$ cat src/rtl/dump_frame_rx_pkg.sv
// Shared constants for the dump frame receiver: header byte, error codes and state encoding.
package dump_frame_rx_pkg;

  localparam logic [7:0] HEADER = 8'hA5;

  localparam logic [1:0] ERR_NONE     = 2'b00;
  localparam logic [1:0] ERR_COUNT    = 2'b01;
  localparam logic [1:0] ERR_CHECKSUM = 2'b10;
  localparam logic [1:0] ERR_TIMEOUT  = 2'b11;

  typedef logic [1:0] state_t;

  localparam state_t ST_IDLE  = 2'd0;
  localparam state_t ST_COUNT = 2'd1;
  localparam state_t ST_WORD  = 2'd2;
  localparam state_t ST_CHECK = 2'd3;

endpackage

$ cat src/rtl/dump_frame_rx_byte_timeout.sv
// Inter-byte watchdog: counts idle cycles while enabled and strobes expire once the limit is hit.
module byte_timeout #(
  parameter int TIMEOUT_CYCLES = 1_000_000
) (
  input  logic clk,
  input  logic reset,
  input  logic clr,
  input  logic en,
  output logic expire
);

  localparam int CW = $clog2(TIMEOUT_CYCLES) + 1;

  logic [CW-1:0] count;

  // NOTE: sequential state is updated with non-blocking assignments so every flop samples pre-edge values.
  always_ff @(posedge clk or posedge reset) begin
    if (reset) begin
      count <= '0;
    end else if (clr || !en) begin
      count <= '0;
    end else begin
      count <= count + 1'b1;
    end
  end

  // A coincident clr suppresses expiry, so a byte landing on the last cycle still counts as on time.
  assign expire = en && !clr && (count == CW'(TIMEOUT_CYCLES - 1));

endmodule

$ cat src/rtl/dump_frame_rx.sv
// Reassembles header/count/words[/checksum] frames from a UART byte stream into 32-bit words.
// Optional checksum byte enabled by defining DUMP_FRAME_RX_CHECKSUM_EN.
module dump_frame_rx
  import dump_frame_rx_pkg::*;
#(
  parameter int MAX_WORDS      = 32,
  parameter int TIMEOUT_CYCLES = 1_000_000
) (
  input  logic                         clk,
  input  logic                         reset,
  input  logic                         rx_done_tick,
  input  logic [7:0]                   rx_data,
  output logic                         word_valid,
  output logic [31:0]                  word_data,
  output logic [$clog2(MAX_WORDS)-1:0] word_index,
  output logic                         frame_done,
  output logic                         frame_err,
  output logic [1:0]                   err_code,
  output logic                         busy
);

  localparam int         IW    = $clog2(MAX_WORDS);
  localparam logic [7:0] MAX_N = 8'(MAX_WORDS);

  state_t        state;
  logic [7:0]    n_words;
  logic [1:0]    byte_cnt;
  logic [IW-1:0] word_cnt;
  logic [7:0]    checksum;
  logic [23:0]   asm_word;
  logic          expire;
  logic          last_word;

  assign busy      = (state != ST_IDLE);
  assign last_word = (8'(word_cnt) == n_words - 8'd1);

  byte_timeout #(
    .TIMEOUT_CYCLES(TIMEOUT_CYCLES)
  ) u_timeout (
    .clk   (clk),
    .reset (reset),
    .clr   (rx_done_tick),
    .en    (busy),
    .expire(expire)
  );

  // NOTE: asynchronous reset clears every register here, including the word assembly and output data.
  always_ff @(posedge clk or posedge reset) begin
    if (reset) begin
      state      <= ST_IDLE;
      n_words    <= '0;
      byte_cnt   <= '0;
      word_cnt   <= '0;
      checksum   <= '0;
      asm_word   <= '0;
      word_valid <= 1'b0;
      word_data  <= '0;
      word_index <= '0;
      frame_done <= 1'b0;
      frame_err  <= 1'b0;
      err_code   <= ERR_NONE;
    end else begin
      word_valid <= 1'b0;
      frame_done <= 1'b0;
      frame_err  <= 1'b0;
      if (expire) begin
        frame_err <= 1'b1;
        err_code  <= ERR_TIMEOUT;
        state     <= ST_IDLE;
      end else if (rx_done_tick) begin
        unique case (state)
          ST_IDLE: begin
            if (rx_data == HEADER) state <= ST_COUNT;
          end
          ST_COUNT: begin
            if (rx_data == 8'd0 || rx_data > MAX_N) begin
              frame_err <= 1'b1;
              err_code  <= ERR_COUNT;
              state     <= ST_IDLE;
            end else begin
              n_words  <= rx_data;
              byte_cnt <= '0;
              word_cnt <= '0;
              checksum <= rx_data;
              state    <= ST_WORD;
            end
          end
          ST_WORD: begin
            checksum <= checksum ^ rx_data;
            byte_cnt <= byte_cnt + 2'd1;
            if (byte_cnt == 2'd3) begin
              // Bytes arrive LSB first, so the fourth byte lands on top of the three shifted in.
              word_valid <= 1'b1;
              word_data  <= {rx_data, asm_word};
              word_index <= word_cnt;
              word_cnt   <= word_cnt + 1'b1;
              if (last_word) begin
`ifdef DUMP_FRAME_RX_CHECKSUM_EN
                state <= ST_CHECK;
`else
                frame_done <= 1'b1;
                state      <= ST_IDLE;
`endif
              end
            end else begin
              asm_word <= {rx_data, asm_word[23:8]};
            end
          end
`ifdef DUMP_FRAME_RX_CHECKSUM_EN
          ST_CHECK: begin
            if (rx_data == checksum) begin
              frame_done <= 1'b1;
            end else begin
              frame_err <= 1'b1;
              err_code  <= ERR_CHECKSUM;
            end
            state <= ST_IDLE;
          end
`endif
          default: state <= ST_IDLE;
        endcase
      end
    end
  end

endmodule

$ cat config.mk
export PLATFORM = sky130hd
export DESIGN_NAME = dump_frame_rx
export DESIGN_NICKNAME = d
export VERILOG_FILES = /design/src/rtl/dump_frame_rx_pkg.sv /design/src/rtl/dump_frame_rx_byte_timeout.sv /design/src/rtl/dump_frame_rx.sv
export SDC_FILE = /design/constraint.sdc
export NUM_CORES = 1
export LEC_CHECK = 0
export CORE_MARGIN = 8
export CORE_UTILIZATION = 40
export CTS_CLUSTER_SIZE = 24
export DETAILED_ROUTE_END_ITERATION = 7
export HOLD_SLACK_MARGIN = 0.02
export SLEW_MARGIN = 30
export SYNTH_ARGS = -nofsm -noshare
export SYNTH_HDL_FRONTEND = slang
export SYNTH_SLANG_ARGS = --single-unit
$ cat constraint.sdc
create_clock -name clk -period 3.4 [get_ports clk]
set_input_delay 0.68 -clock clk [delete_from_list [all_inputs] [get_ports clk]]
set_output_delay 0.68 -clock clk [all_outputs]
set_load 0.01 [all_outputs]
==> key figures <==
Global routing
  – Gr usage total: 13.6%
  – First-pass GRT wire length: 16.3 mm
  – Pin count of the biggest net entering global routing: 76
  – Remaining global-route overflow: 0
  – Vias in the first global route: 3178
  – Antenna violations before repair: 0

Clock tree
  – Clock sinks: 104
  – Post-CTS resize count: 0
  – Clock tree buffer depth: 2
  – Clk_lat worst skew: 0.34 ns
  – CTS clk-pin slew, worst paths: 0.07 ns
  – CTS Root Buffer Type: clkbuf_16
  – CTS tree: built
  – H-tree depth: 3
  – Setup repair bufs after CTS: 0
  – TritonCTS Buffers: 9
  – Cts hold-fix bufs: 0

Critical path
  – Req. time, crit path: 3.67 ns
  – Nature of the critical path endpoint: register
  – R2r setup slk: 1.32 ns
  – Crit path buffers/inverters: 2
  – CP max stage cell: and4_1
  – Worst R2R Path Depth: 6
  – R2r endpoint: state[0]
  – Crit path max-delay family: simple AND/OR/NAND/NOR gates
  – Largest stage delay on the critical path: 0.65 ns
  – Worst path cell trace: clkdlybuf4s50_1, or3_4, o31ai_1, and4_1, buf_4, nand2_1, o21ai_1
  – Worst Path Max Fanout: 10
  – Setup crit start kind: input pin
  – Critical path class: input pin to register
  – Reg2reg start: u_timeout.count[0]
  – Data arrival time of the critical path: 2.94 ns

Synth
  – Post-Synth Simple-Gate Area: 22.0%
  – Largest family of logic cells by synthesized area: simple AND/OR/NAND/NOR gates
  – Async SR Flop Fraction: 100%
  – Synth Flop Type: dfrtp_1
  – Post-Synth Adder-Cell Area: 1.11%
  – Synth Area in Compound Gates: 3.87%
  – Gate Count Post-Synth: 431
  – Top cell type's share of synthesized area: 57.6%
  – Avg Inst Size Synth: 10.5 µm²
  – Sequential share of the synthesized area: 57.6%
  – Synth Warn #: 0
  – Mux share of post-synthesis cell area: 8.02%
  – Mapped Nets: 446
  – #FFs+latches synth: 104
  – Synth top cells by count: nand2_1 (123), dfrtp_1 (104), nor2_1 (31)
  – XOR/XNOR Fraction of Synth Area: 4.65%
  – Post-synthesis cell type count: 45
  – Post-synth EDFFs: 0
  – Count leader, synth: nand2_1
  – Largest area contributor in the netlist: dfrtp_1
  – Mapped Area: 4520 µm²
  – Dominant cells by area after synthesis: dfrtp_1 (58%), nand2_1 (10%), mux2_2 (6.5%)

Timing
  – Worst slew pin tran: 0.670 ns
  – Final max-slew violation count: 0
  – Setup TNS: 0 ns
  – RSZ-0062 raised after global routing: no
  – Final setup fails: 0
  – Max Clk Rate: 374 MHz
  – Relative slew slack: 55.3%
  – Clock skew: 0.00501 ns
  – Setup ws final: 0.724 ns
  – Final worst path period need: 2.68 ns
  – Final Cycle Share: 78.7%
  – Final Hold Fails: 0

Min path
  – Min-delay worst type: register to register
  – Hold Path End: word_data[1]
  – Hold path depth: 2
  – Hold_sp: asm_word[1]

Run
  – MaxCap Viol Count: 0

Die
  – Placement row count: 39
  – IO Count: 54
  – DIE AREA: 15000 µm²
  – Core region area: 11200 µm²
  – Starting density of the core: 40.3%
  – Die Span X: 122 µm
  – DIE HEIGHT: 122 µm

Detailed routing
  – Post-Route WL: 9.66 mm
  – Vias per cell: 5.01
  – DRC Markers: 0
  – Wire per inst: 15.2 µm
  – DRT antenna net count: 0
  – Starting DRT DRC Count: 196
  – Vias: 3176
  – TritonRoute pass-1 iters: 4

Cells and area
  – Share of layout cells above drive strength 1: 13.8%
  – Antenna cells: 0
  – Filler cell count: 1048
  – Layout Utilization: 49.3%
  – Syn-to-layout area delta: 22.3%
  – Nets@finish: 501

Placed design
  – Hpwl dp: 6.63 mm
  – Pre-CTS setup slack: 0.368 ns
  – Routability cong.: 0.763
  – I/O Buffers: 53

Power
  – P_leak: 2.60 nW
  – VDD IR max: 0.299 mV
  – PD cells: 435 nW/µm²

Run status
  – Status: complete, no violations
==> power breakdown <==
group          internal [mW]  switching (mW)  leakage [nW]  total, mW
registers               1.25          0.0145          1.44       1.27
logic                 0.0363          0.0500          1.02     0.0863
clock network          0.578           0.474         0.142       1.05
total                   1.87           0.538          2.60       2.40
==> tightest hold or removal path: stages (launching register included) <==
cell,delay (ns)
dfrtp_1,0.34
nand2_1,0.05
nand2_1,0.05
==> area by class of cell <==
class | instances | area, µm² | area share, %
timing repair buffer | 61 | 603 | 10.9
tap | 143 | 179 | 3.24
clock buffer | 9 | 225 | 4.07
sequential | 104 | 2600 | 47.1
inverter | 11 | 45.0 | 0.815
multi-input combinational | 299 | 1790 | 32.5
clock inverter | 7 | 80.1 | 1.45
==> layout by cell type, fill, tap and decap left out, types with 3 or more instances in the layout <==
master,count
nor2_1,30
clkbuf_16,9
xor2_1,10
nor3_1,4
nand3_1,9
buf_4,7
clkinvlp_4,3
clkdlybuf4s50_1,53
inv_1,10
and4_1,6
nand2_1,123
clkinv_4,3
ha_1,4
o21ai_0,8
or3_1,4
a21oi_1,7
dfrtp_1,104
nand3b_1,3
nand4_1,8
mux2_4,4
nand2b_1,3
o21ai_1,3
mux2_2,26
nor2b_1,3
nor4_1,4
xnor2_1,14
==> state kept, by name, summed over array words and instances (netlist names), 2 cells and up <==
register         cells
err_code             2
byte_cnt             2
word_cnt             5
n_words              8
asm_word            24
word_index           5
u_timeout.count     21
state                2
word_data           32
==> cells by family (layout without fill, tap and decap cells) <==
group,count (synthesis),count (layout)
fa+ha+maj,4,4
xor+xnor,24,24
mux,31,31
compound gates,27,27
buf+inv,28,88
flops,104,104
simple gates,213,213
==> worst max path at each step <==
stage / startpoint / to / depth (start not counted) / slack [ns]
after floorplan: rx_data[3] / state[1] / 7 / 1.18
after global placement: rx_data[3] / n_words[5] / 5 / 0.49
after detailed placement: rx_data[3] / n_words[0] / 7 / 0.37
after CTS: rx_data[3] / n_words[0] / 7 / 0.72
after global routing: rx_data[3] / n_words[1] / 7 / 0.62
final: rx_data[3] / n_words[1] / 7 / 0.72
==> stage by stage <==
| step | hold slack [ns] | power (mW) | instances | cell area, µm² |
|---|---|---|---|---|
| detailed placement | 0.452 | 1.38 | 618 | 5220 |
| global placement | 0.451 | 1.38 | 618 | 5220 |
| global route | 0.487 | 2.49 | 634 | 5530 |
| floorplan | 0.435 | 1.34 | 431 | 4530 |
| finish | 0.468 | 2.40 | 634 | 5530 |
| CTS | 0.470 | 2.44 | 634 | 5530 |
==> metal layers <==
layer | part of all wire (%) | track usage [%]
met1 | 47 | 18.0
met2 | 48 | 21.8
met3 | 3.8 | 2.44
met4 | 0.97 | 5.18
met5 | 0 | 0
No activity file was read; power rests on OpenSTA's default activity.
